`src/rtl/value_to_pay_calc_if.sv`:
```
// rtl/value_to_pay_calc_if.sv - client/button inputs and price outputs of the price calculator
// master drives selections and buttons; slave is the calculator.
interface value_to_pay_calc_if;
  logic       clientA;
  logic       clientB;
  logic       timeButton;
  logic       confirmButton;
  logic       cancelButton;
  logic [4:0] valueToPay;
  logic       valueValid;
  logic       busy;

  modport master (
    output clientA, clientB, timeButton, confirmButton, cancelButton,
    input  valueToPay, valueValid, busy
  );

  modport slave (
    input  clientA, clientB, timeButton, confirmButton, cancelButton,
    output valueToPay, valueValid, busy
  );
endinterface

```
`src/rtl/value_to_pay_calc.sv`:
```
// rtl/value_to_pay_calc.sv - latches a client, counts time units, registers a confirmed price
// All outputs are registered; button inputs act on their rising edge only.
module value_to_pay_calc #(
  parameter int RATE_A      = 2,
  parameter int RATE_B      = 4,
  parameter int MAX_UNITS_A = 8,
  parameter int MAX_UNITS_B = 7
) (
  input logic                clk,
  input logic                reset,
  value_to_pay_calc_if.slave bus
);

  typedef enum logic [1:0] {
    IDLE  = 2'd0,
    COUNT = 2'd1,
    DONE  = 2'd2
  } state_t;

  localparam logic [4:0] RATE_A5 = 5'(RATE_A);
  localparam logic [4:0] RATE_B5 = 5'(RATE_B);
  localparam logic [3:0] MAX_A4  = 4'(MAX_UNITS_A);
  localparam logic [3:0] MAX_B4  = 4'(MAX_UNITS_B);

  state_t     state;
  logic [3:0] units;
  logic       clientSel;
  logic       timeQ;
  logic       confirmQ;
  logic       cancelQ;

  logic       timeEdge;
  logic       confirmEdge;
  logic       cancelEdge;
  logic [3:0] maxUnits;
  logic [4:0] price;

  assign timeEdge    = bus.timeButton    & ~timeQ;
  assign confirmEdge = bus.confirmButton & ~confirmQ;
  assign cancelEdge  = bus.cancelButton  & ~cancelQ;

  always_comb begin
    maxUnits = clientSel ? MAX_B4 : MAX_A4;
    price    = (clientSel ? RATE_B5 : RATE_A5) * {1'b0, units};
  end

  always_ff @(posedge clk) begin
    if (reset) begin
      state          <= IDLE;
      units          <= 4'd0;
      clientSel      <= 1'b0;
      // History starts high so a button held through reset release does not fire.
      timeQ          <= 1'b1;
      confirmQ       <= 1'b1;
      cancelQ        <= 1'b1;
      bus.valueToPay <= 5'd0;
      bus.valueValid <= 1'b0;
      bus.busy       <= 1'b0;
    end else begin
      timeQ    <= bus.timeButton;
      confirmQ <= bus.confirmButton;
      cancelQ  <= bus.cancelButton;

      case (state)
        IDLE: begin
          if (timeEdge && (bus.clientA ^ bus.clientB)) begin
            clientSel <= bus.clientB;
            units     <= 4'd1;
            state     <= COUNT;
            bus.busy  <= 1'b1;
          end
        end

        COUNT: begin
          // cancel outranks confirm, which outranks another time unit
          if (cancelEdge) begin
            state    <= IDLE;
            units    <= 4'd0;
            bus.busy <= 1'b0;
          end else if (confirmEdge) begin
            state          <= DONE;
            bus.valueToPay <= price;
            bus.valueValid <= 1'b1;
            bus.busy       <= 1'b0;
          end else if (timeEdge && (units < maxUnits)) begin
            units <= units + 4'd1;
          end
        end

        DONE: begin
          if (cancelEdge || confirmEdge) begin
            state          <= IDLE;
            units          <= 4'd0;
            bus.valueToPay <= 5'd0;
            bus.valueValid <= 1'b0;
          end
        end

        default: begin
          state          <= IDLE;
          units          <= 4'd0;
          bus.valueToPay <= 5'd0;
          bus.valueValid <= 1'b0;
          bus.busy       <= 1'b0;
        end
      endcase
    end
  end

endmodule

```
`src/flat_wrapper.sv`:
```
// flat-port wrapper written by rule: the top's interface ports become plain ports
module value_to_pay_calc_flat 
#(
  parameter int RATE_A      = 2,
  parameter int RATE_B      = 4,
  parameter int MAX_UNITS_A = 8,
  parameter int MAX_UNITS_B = 7
)
  (clk, reset, bus_clientA, bus_clientB, bus_timeButton, bus_confirmButton, bus_cancelButton, bus_valueToPay, bus_valueValid, bus_busy);
  value_to_pay_calc_if bus_i ();
  input logic clk;
  input logic reset;
  input wire logic [$bits(bus_i.clientA)-1:0] bus_clientA;
  input wire logic [$bits(bus_i.clientB)-1:0] bus_clientB;
  input wire logic [$bits(bus_i.timeButton)-1:0] bus_timeButton;
  input wire logic [$bits(bus_i.confirmButton)-1:0] bus_confirmButton;
  input wire logic [$bits(bus_i.cancelButton)-1:0] bus_cancelButton;
  output wire logic [$bits(bus_i.valueToPay)-1:0] bus_valueToPay;
  output wire logic [$bits(bus_i.valueValid)-1:0] bus_valueValid;
  output wire logic [$bits(bus_i.busy)-1:0] bus_busy;
  assign bus_i.clientA = bus_clientA;
  assign bus_i.clientB = bus_clientB;
  assign bus_i.timeButton = bus_timeButton;
  assign bus_i.confirmButton = bus_confirmButton;
  assign bus_i.cancelButton = bus_cancelButton;
  assign bus_valueToPay = bus_i.valueToPay;
  assign bus_valueValid = bus_i.valueValid;
  assign bus_busy = bus_i.busy;
  value_to_pay_calc #(.RATE_A(RATE_A), .RATE_B(RATE_B), .MAX_UNITS_A(MAX_UNITS_A), .MAX_UNITS_B(MAX_UNITS_B)) u_core (.clk(clk), .reset(reset), .bus(bus_i));
endmodule
```
`config.mk`:
```
export PLATFORM = sky130hd
export DESIGN_NAME = value_to_pay_calc_flat
export DESIGN_NICKNAME = d
export VERILOG_FILES = /design/src/rtl/value_to_pay_calc_if.sv /design/src/rtl/value_to_pay_calc.sv /design/src/flat_wrapper.sv
export SDC_FILE = /design/constraint.sdc
export NUM_CORES = 1
export LEC_CHECK = 0
export ABC_AREA = 1
export BUFFER_PORTS_ARGS = -buffer_cell sky130_fd_sc_hd__buf_2
export CORE_AREA = 2 2 44 46
export CTS_CLUSTER_DIAMETER = 40
export DETAILED_ROUTE_END_ITERATION = 8
export DIE_AREA = 0 0 46 48
export PLACE_DENSITY_LB_ADDON = 0.2
export RECOVER_POWER = 100
export SLEW_MARGIN = 20
export SYNTH_ARGS = -nofsm -noshare
export SYNTH_HDL_FRONTEND = slang
export SYNTH_SLANG_ARGS = --single-unit
```
`constraint.sdc`:
```
create_clock -name clk -period 4.6 [get_ports clk]
set_input_delay 0.69 -clock clk [delete_from_list [all_inputs] [get_ports clk]]
set_output_delay 0.69 -clock clk [all_outputs]
set_load 0.02 [all_outputs]
```
==> metrics, run 1 <==
initial antenna violation count=0; Critical Path RT=4770 ps; post-synthesis register bit count=16; Detailed Route Iter0 Violations=15; largest family of logic cells by synthesized area=simple AND/OR/NAND/NOR gates; Crit Path Max Fanout=9; first-pass GRT wire length=2970 µm; worst hold path type=reg2reg; syn_area_per_cell=6.90 µm²; Least-Margin Pin Slew=533 ps; Slew HR=0.645; Most Crowded Layer GR=met2; GRT Residual Overflow=0; clock-pin slew on the worst setup and hold paths=100 ps; Post-Syn Area=932 µm²; Register Area=320 µm²; pwr dens=277 nW/µm²; post-CTS setup buffers=0; Hold Path Depth=2; placement row count=15; Crit. End Element=flip-flop; top post-synthesis cells by count=nand2_1 (42), dfxtp_1 (16), a21oi_1 (12), inv_1 (12), nand3_1 (9); RSZ-0062 raised after global routing=no; count of cell types in the netlist=22; Synth area leaders=dfxtp_1 (34%), nand2_1 (17%), ha_1 (8.1%); initial core utilization=0.552; Top FF cell, synth=dfxtp_1; sequential cell area fraction in the yosys report=0.344; # DRC=0; worst r2r path cells=9; hold_buf cts=0; Fill cells=176; Max Transition Viols Final=0; drt total wl=1770 µm; grt met2 use=0.311; critical path arrival=1910 ps; Max Cap Violations=0; met1 Use GR=0.250; EDFF count, synth=0; Multi-input gate area=509 µm²; element type at the critical path start=flip-flop; Synth Area in Compound Gates=0.105; fmax=577 MHz; antenna cells=0; H-tree levels=1; Sink Count=16; Peak VDD IR=0.000217 V; vias in the first global route=711; Placer Congestion=0.870; Via Count=828; GR Util met3=0.0340; syn_nets=148; fin nets=163; Setup TNS Final=0 ps; WL/cell=10.7 µm; mux cell area share after synthesis=0; Worst Hold Launch=u_core.bus.valueToPay[2]$_SDFFE_PP0P_; status=finished clean; cell with the most instances after synthesis=nand2_1; # setup viols final=0; core footprint=1690 µm²; Tcrit/Tclk final=0.377; antenna viol nets, final=0; IO Port Bufs=12; Avg Vias per Cell=4.99; Ports=14; CP Class=reg2reg; Simple-Gate Fraction of Synth Area=0.364; post-cts sizing count=0; Static Leakage=0.000446 µW; Tot Pwr=279 µW; CTS max path bufs=2; Synth Warn #=0; largest area contributor in the netlist=dfxtp_1; GRT Resource Usage Total=0.195; final hold vios=0; Root Driver=clkbuf_4; Post-Synth XOR/XNOR Area=0.0188; clock skew=0.659 ps; Skew-Pair Late Insertion Delay=290 ps; largest net degree at the start of global routing=13; Pre-antenna DRT Iters=4; Tmin final=1730 ps; Detailed Place HPWL=1370 µm; Synth Instances=135; fraction of layout instances using a drive strength above 1=0.134; reg2reg start=u_core.clientSel$_SDFFE_PP0P_; die width=46 µm; Die Ht=48 µm; Area growth syn-to-layout=7.78%; Post-Synth Adder-Cell Area=0.0805; critical path startpoint=u_core.clientSel$_SDFFE_PP0P_; CTS tree=done; Num CTS Buffers=3; Die Footprint=2210 µm²; asr flop ratio synth=0; top cell type's share of synthesized area=0.344
report_power, final:
part / internal [µW] / switching (µW)
registers: 143 / 6.01
logic: 12.1 / 20.9
clock network: 48.2 / 48.3
final timing paths:
| check | end | slack (ps) |
|---|---|---|
| max | u_core.units[0]$_SDFFE_PP0P_ | 2870 |
| min | u_core.bus.valueToPay[2]$_SDFFE_PP0P_ | 470 |
| max reg2reg | u_core.units[0]$_SDFFE_PP0P_ | 2870 |
| min reg2reg | u_core.bus.valueToPay[2]$_SDFFE_PP0P_ | 470 |
routing by layer:
metal	up-vias	part of all wire
met5	-	0
met4	0	0.0085
met3	2	0.060
met2	29	0.46
met1	343	0.47
li1	454	-
flip-flops by register name, indices dropped and copies added (netlist names):
signal                 flops
u_core.bus.valueToPay      4
u_core.units               4
u_core.state               2
u_core.bus.busy            1
u_core.bus.valueValid      1
u_core.cancelQ             1
u_core.clientSel           1
u_core.confirmQ            1
u_core.timeQ               1
critical path, cell delays in order (launching register included):
cell,delay (ps)
dfxtp_1,470
inv_1,150
ha_1,250
a21oi_1,150
and2_0,140
nand2_1,50
nand2_1,180
nand2_1,110
nand2_1,80
a21oi_2,50
cell families (layout without fill, tap and decap cells):
family	count (synthesis)	in the layout
xor gates and xnor gates	2	2
adders and majority gates	6	6
buffers and inverters	20	34
and+or+nand+nor	72	72
AOI/OAI and AO/OA	18	18
other	1	1
DFF	16	16
cell usage in the layout (no fill, tap or decap), types with 5 or more instances in the layout:
cell      netlist  final
nor2_1          8     10
dfxtp_1        16     16
ha_1            6      6
clkbuf_1        1      8
inv_1          12     12
nand3_1         9      9
a21oi_1        12     12
nand2_1        42     44
inv_2           6      5
final cells by class:
type / instances / share of cell area
inverters: 18 / 0.0672
repair buffers: 12 / 0.0498
multi-input cells: 99 / 0.507
flip-flops and latches: 16 / 0.319
clock buffers: 4 / 0.0361
well taps: 17 / 0.0212
metrics by stage:
step	worst slack (ps)	utilization	area (µm²)	hold slack (ps)	cells
6_report	2870	0.595	1000	466	166
5_1_grt	2710	0.595	1000	499	166
4_1_cts	2890	0.615	1040	464	166
3_5_place_dp	2910	0.593	1000	450	162
3_3_place_gp	2950	0.593	1000	444	162
2_1_floorplan	3080	-	932	486	135
Note: power is estimated with default switching activity, not from simulation.
==> run 2: changes to the inputs <==
--- a/config.mk
+++ b/config.mk
@@ -7,10 +7,10 @@
 export LEC_CHECK = 0
 export ABC_AREA = 1
 export BUFFER_PORTS_ARGS = -buffer_cell sky130_fd_sc_hd__buf_2
-export CORE_AREA = 2 2 44 46
+export CORE_AREA = 2 2 45 47
 export CTS_CLUSTER_DIAMETER = 40
 export DETAILED_ROUTE_END_ITERATION = 8
-export DIE_AREA = 0 0 46 48
+export DIE_AREA = 0 0 47 49
 export PLACE_DENSITY_LB_ADDON = 0.2
 export RECOVER_POWER = 100
 export SLEW_MARGIN = 20
==> constraint.sdc (replaced) <==
create_clock -name clk -period 1.6 [get_ports clk]
set_input_delay 0.24 -clock clk [delete_from_list [all_inputs] [get_ports clk]]
set_output_delay 0.24 -clock clk [all_outputs]
set_load 0.02 [all_outputs]
==> run 2 against run 1 <==
  * Global-route usage fell by 1.6 points
  * Critical path depth down 1
  * Worst setup slack got worse by 2700 ps
  * Register-to-register slack got worse by 2700 ps
  * Die area increased by 4.3%
  * Cell count rose by 7.2%
  * Sequential share of layout area shrank 1.2 points
  * Combinational power rose to 3.2 times the previous value
  * First-iteration DRC count grew 80%
  * Maximum frequency grew 19%
==> metrics, run 2 (synthesis gave the netlist of run 1 again) <==
post-route worst setup slack=145 ps (was 2870 ps); largest net degree at the start of global routing=13 (unchanged); Register Area=324 µm² (was 320 µm²); commonest non-fill, non-tap cells in the layout=nand2_1 (42), a21oi_1 (13), dfxtp_1 (13) (was nand2_1 (44), dfxtp_1 (16), inv_1 (12), a21oi_1 (12), nor2_1 (10)); Placer Congestion=0.840 (was 0.870); Area growth syn-to-layout=13.4% (was 7.78%); Multi-input gate area=529 µm² (was 509 µm²); status=finished clean (unchanged); Die Ht=49 µm (was 48 µm); placement row count=16 (was 15); Worst Setup Slack post-DPL=85.8 ps (was 2910 ps); Critical Path RT=1770 ps (was 4770 ps); GRT Resource Usage Total=0.178 (was 0.195); Tot Pwr=814 µW (was 279 µW); Detailed Place HPWL=1350 µm (was 1370 µm); vias in the first global route=726 (was 711); Crit. End Element=flip-flop (unchanged); r2r setup slk=140 ps (was 2870 ps); Static Leakage=0.000487 µW (was 0.000446 µW); switching share of power=0.275 (was 0.270); post-CTS setup buffers=0 (unchanged); Max Cap Violations=0 (unchanged); core footprint=1840 µm² (was 1690 µm²); WL/cell=9.86 µm (was 10.7 µm); Pre-antenna DRT Iters=4 (unchanged); Tmin final=1460 ps (was 1730 ps); fmax=687 MHz (was 577 MHz); hold_buf cts=0 (unchanged); GRT Residual Overflow=0 (unchanged); clock share of power=0.347 (about the same); RSZ-0062 raised after global routing=no (unchanged); Root Driver=clkbuf_4 (unchanged); reg2reg start=u_core.units[3]$_SDFFE_PP0P_ (was u_core.clientSel$_SDFFE_PP0P_); Combinational Power Share=0.131 (was 0.119); Skew-Pair Late Insertion Delay=300 ps (was 290 ps); part of the power in registers=0.523 (was 0.535); Tcrit/Tclk final=0.910 (was 0.377); Setup TNS Final=0 ps (unchanged); final hold vios=0 (unchanged); Fill cells=198 (was 176); Largest regs=u_core.bus.valueToPay: 4 flops, u_core.units: 4 flops, u_core.state: 2 flops (unchanged); hold slack=122 ps (was 466 ps); initial antenna violation count=0 (unchanged); # setup viols final=0 (unchanged); Sink Count=16 (unchanged); clock skew=3.82 ps (was 0.659 ps); Crit Path Max Fanout=7 (was 9); Num CTS Buffers=3 (unchanged); H-tree levels=1 (unchanged); Ports=14 (unchanged); Avg Vias per Cell=4.89 (was 4.99); CP Class=reg2reg (unchanged); IO Port Bufs=12 (unchanged); Net Switching=224 µW (was 75.2 µW); element type at the critical path start=flip-flop (unchanged); die width=47 µm (was 46 µm); antenna viol nets, final=0 (unchanged); drt total wl=1760 µm (was 1770 µm); Hold Path Depth=3 (was 2); Die Footprint=2300 µm² (was 2210 µm²); CTS max path bufs=2 (unchanged); Worst Hold Launch=bus_timeButton (was u_core.bus.valueToPay[2]$_SDFFE_PP0P_); clock-pin slew on the worst setup and hold paths=100 ps (about the same); worst hold path type=in2reg (was reg2reg); pwr dens=770 nW/µm² (was 277 nW/µm²); Hold EP=u_core.timeQ$_SDFF_PP1_ (was u_core.bus.valueToPay[2]$_SDFFE_PP0P_); Peak VDD IR=0.000524 V (was 0.000217 V); # DRC=0 (unchanged); Max Transition Viols Final=0 (unchanged); RR Endpoint=u_core.units[0]$_SDFFE_PP0P_ (unchanged); fraction of layout instances using a drive strength above 1=0.205 (was 0.134); fin nets=165 (was 163); initial core utilization=0.506 (was 0.552); Least-Margin Pin Slew=504 ps (was 533 ps); commonest non-fill, non-tap cell in the layout=nand2_1 (unchanged); critical path arrival=1630 ps (was 1910 ps); worst r2r path cells=8 (was 9); Detailed Route Iter0 Violations=27 (was 15); CTS tree=done (unchanged); Via Count=870 (was 828); Slew HR=0.664 (was 0.645); first-pass GRT wire length=3000 µm (was 2970 µm); antenna cells=0 (unchanged); Int Pwr=591 µW (was 203 µW)
## run 2: layer usage
metal  vias to the layer above  wire length (µm)  track usage
li1                        457                 -            -
met5                         -                 0            0
met4                         0                42       0.0880
met1                       377               832        0.234
met2                        29               788        0.267
met3                         7                92       0.0407
## run 2: area by class of cell
type,instances,area share
inverters,18,0.0639
well taps,27,0.0320
clock buffers,4,0.0343
flip-flops and latches,16,0.307
multi-input cells,99,0.501
repair buffers,14,0.0627
## run 2: how the worst max path moves through the flow
stage	start	end	slack, ps	depth (start not counted)
after floorplan	u_core.clientSel$_SDFFE_PP0P_	u_core.bus.valueToPay[4]$_SDFFE_PP0P_	80	10
after global placement	u_core.units[1]$_SDFFE_PP0P_	u_core.bus.valueToPay[4]$_SDFFE_PP0P_	140	9
after global routing	u_core.clientSel$_SDFFE_PP0P_	u_core.bus.valueToPay[4]$_SDFFE_PP0P_	20	10
after detailed placement	u_core.units[1]$_SDFFE_PP0P_	u_core.bus.valueToPay[4]$_SDFFE_PP0P_	90	9
after CTS	u_core.units[1]$_SDFFE_PP0P_	u_core.bus.valueToPay[4]$_SDFFE_PP0P_	60	9
final	u_core.units[3]$_SDFFE_PP0P_	u_core.units[0]$_SDFFE_PP0P_	140	8
## run 2: power groups by stage
stage / Clock (µW) / Sequential [µW] / Combinational, µW
final: 282 / 426 / 106
after global routing: 306 / 428 / 124
after CTS: 287 / 424 / 109
after detailed placement: 0 / 434 / 109
after global placement: 0 / 433 / 108
after floorplan: 0 / 435 / 78.1
## run 2: what timing repair did
action                                  CTS  global route
endpoints found under the setup margin    0             5
resized for setup                         0             5
hold endpoints to repair                  0             0
## run 2: worst max-delay path, cell delays in order, from the launching register on
cell     delay, ps
dfxtp_1        430
ha_1           270
a21oi_1        120
and2_1         130
nand2_1         60
nand2_2        130
nand2_2         70
nand2_1         70
a21oi_1         50
## run 2: metrics by stage
step	instance area (µm²)	cells	utilization
after detailed placement	1030	174	0.559
final	1060	178	0.574
after global routing	1060	178	0.574
after CTS	1070	178	0.579
after global placement	1030	174	0.559
after floorplan	932	135	-
==> run 3: changes to the inputs <==
--- a/config.mk
+++ b/config.mk
@@ -6,13 +6,14 @@
 export NUM_CORES = 1
 export LEC_CHECK = 0
 export ABC_AREA = 1
-export BUFFER_PORTS_ARGS = -buffer_cell sky130_fd_sc_hd__buf_2
+export BUFFER_PORTS_ARGS = -buffer_cell sky130_fd_sc_hd__buf_4
 export CORE_AREA = 2 2 45 47
 export CTS_CLUSTER_DIAMETER = 40
 export DETAILED_ROUTE_END_ITERATION = 8
 export DIE_AREA = 0 0 47 49
 export PLACE_DENSITY_LB_ADDON = 0.2
 export RECOVER_POWER = 100
+export SETUP_SLACK_MARGIN = 0.2
 export SLEW_MARGIN = 20
 export SYNTH_ARGS = -nofsm -noshare
 export SYNTH_HDL_FRONTEND = slang
==> run 3 against run 2 <==
  * Cell count up 2.2%
  * Total power rose by 3.3%
  * First-iteration DRC count down 74%
  * Routed wire length grew 14%
  * Final area rose by 14%
  * Utilization grew 8.0 points
  * Sequential power about the same
  * Largest power group unchanged
==> metrics, run 3 (synthesis gave the netlist of run 1 again) <==
status=finished clean (unchanged); Die Ht=49 µm (unchanged); largest net degree at the start of global routing=13 (unchanged); fraction of layout instances using a drive strength above 1=0.348 (was 0.205); Least-Margin Pin Slew=561 ps (was 504 ps); Slew HR=0.626 (was 0.664); pwr dens=699 nW/µm² (was 770 nW/µm²); Largest regs=u_core.bus.valueToPay: 4 flops, u_core.units: 4 flops, u_core.state: 2 flops (unchanged); Ports=14 (unchanged); RR Endpoint=u_core.bus.valueToPay[4]$_SDFFE_PP0P_ (was u_core.units[0]$_SDFFE_PP0P_); Skew-Pair Late Insertion Delay=290 ps (was 300 ps); die width=47 µm (unchanged); Hold EP=u_core.timeQ$_SDFF_PP1_ (unchanged); critical path arrival=1690 ps (was 1630 ps); IO Port Bufs=12 (unchanged); element type at the critical path start=flip-flop (unchanged); Sink Count=16 (unchanged); commonest non-fill, non-tap cells in the layout=nand2_1 (37), dfxtp_1 (12), inv_1 (10), a21oi_1 (10), buf_4 (10) (was nand2_1 (42), a21oi_1 (13), dfxtp_1 (13)); Pre-antenna DRT Iters=5 (was 4); Via Count=887 (was 870); Worst Setup Slack post-DPL=67.1 ps (was 85.8 ps); Num CTS Buffers=3 (unchanged); Setup TNS Final=0 ps (unchanged); reg2reg start=u_core.clientSel$_SDFFE_PP0P_ (was u_core.units[3]$_SDFFE_PP0P_); Die Footprint=2300 µm² (unchanged); Static Leakage=0.000537 µW (was 0.000487 µW); Tcrit/Tclk final=0.916 (was 0.910); Worst Hold Launch=bus_timeButton (unchanged); Placer Congestion=0.881 (was 0.840); worst hold path type=in2reg (unchanged); Avg Vias per Cell=4.87 (was 4.89); Crit. End Element=flip-flop (unchanged); initial core utilization=0.506 (unchanged); antenna cells=0 (unchanged); first-pass GRT wire length=3380 µm (was 3000 µm); Detailed Place HPWL=1450 µm (was 1350 µm); worst r2r path cells=10 (was 8); # setup viols final=0 (unchanged); GRT Residual Overflow=0 (unchanged); WL/cell=11.0 µm (was 9.86 µm); Detailed Route Iter0 Violations=7 (was 27); Peak VDD IR=0.000499 V (was 0.000524 V); clock skew=5.33 ps (was 3.82 ps); Hold Path Depth=3 (unchanged); Max Transition Viols Final=0 (unchanged); Area growth syn-to-layout=29.3% (was 13.4%); Crit Path Max Fanout=4 (was 7); H-tree levels=1 (unchanged); CP Class=reg2reg (unchanged); hold_buf cts=0 (unchanged); fmax=683 MHz (was 687 MHz); commonest non-fill, non-tap cell in the layout=nand2_1 (unchanged); fin nets=169 (was 165); hold slack=122 ps (about the same); GRT Resource Usage Total=0.201 (was 0.178); antenna viol nets, final=0 (unchanged); # DRC=0 (unchanged); placement row count=16 (unchanged); Critical Path RT=1830 ps (was 1770 ps); clock-pin slew on the worst setup and hold paths=100 ps (about the same); Root Driver=clkbuf_4 (unchanged); initial antenna violation count=0 (unchanged); Max Cap Violations=0 (unchanged); r2r setup slk=140 ps (about the same); CTS tree=done (unchanged); RSZ-0062 raised after global routing=yes (was no); CTS max path bufs=2 (unchanged); post-route worst setup slack=135 ps (was 145 ps); core footprint=1840 µm² (unchanged); vias in the first global route=803 (was 726); drt total wl=2000 µm (was 1760 µm); final hold vios=0 (unchanged); Tmin final=1460 ps (about the same)
run 3: worst max-delay path by stage:
stage                                                  endpoint  slack [ps]  cells past startpoint                     startpoint
after floorplan           u_core.bus.valueToPay[4]$_SDFFE_PP0P_         210                     10  u_core.clientSel$_SDFFE_PP0P_
after global routing               u_core.units[1]$_SDFFE_PP0P_          60                      9  u_core.clientSel$_SDFFE_PP0P_
after CTS                 u_core.bus.valueToPay[4]$_SDFFE_PP0P_         140                      9  u_core.clientSel$_SDFFE_PP0P_
after global placement    u_core.bus.valueToPay[4]$_SDFFE_PP0P_         180                     10  u_core.clientSel$_SDFFE_PP0P_
after detailed placement  u_core.bus.valueToPay[4]$_SDFFE_PP0P_          70                      9   u_core.units[1]$_SDFFE_PP0P_
final                     u_core.bus.valueToPay[4]$_SDFFE_PP0P_         140                     10  u_core.clientSel$_SDFFE_PP0P_
run 3: area by class of cell:
type | count | area, µm²
clock buffers | 4 | 36.3
repair buffers | 18 | 113
multi-input cells | 99 | 622
fillers | 168 | 637
flip-flops and latches | 16 | 330
well taps | 27 | 33.8
inverters | 18 | 70.1
run 3: metal layers:
layer  track usage  routed length (µm)  up-vias
met2         0.322                 989       16
met4        0.0694                  51        0
li1              -                   -      463
met5             0                   0        -
met3        0.0333                  60        6
met1         0.266                 894      402
run 3: power breakdown:
part | internal [µW] | switching [µW]
combinational | 55.5 | 79.0
sequential | 411 | 17.8
clock | 139 | 140
run 3: worst max-delay path, stage by stage, from the launching register on:
cell,delay [ps]
dfxtp_4,410
inv_4,60
ha_4,150
inv_2,50
nor2_2,30
ha_2,190
xor2_2,170
buf_4,130
nand2_1,40
nand2_1,40
a21oi_1,110
run 3: timing repair:
action	in CTS	in global routing
endpoints found under the setup margin	5	5
buffers inserted	5	0
pin swaps	8	5
gates resized for setup	19	11
endpoints found under the hold margin	0	0
run 3: metrics by stage:
| stage | instance area (µm²) | std cells | total power [µW] | util |
|---|---|---|---|---|
| 2_1_floorplan | 936 | 135 | 513 | - |
| 3_5_place_dp | 1060 | 173 | 547 | 0.573 |
| 5_1_grt | 1200 | 182 | 883 | 0.654 |
| 4_1_cts | 1190 | 182 | 835 | 0.645 |
| 3_3_place_gp | 1060 | 173 | 545 | 0.573 |
| 6_report | 1200 | 182 | 842 | 0.654 |
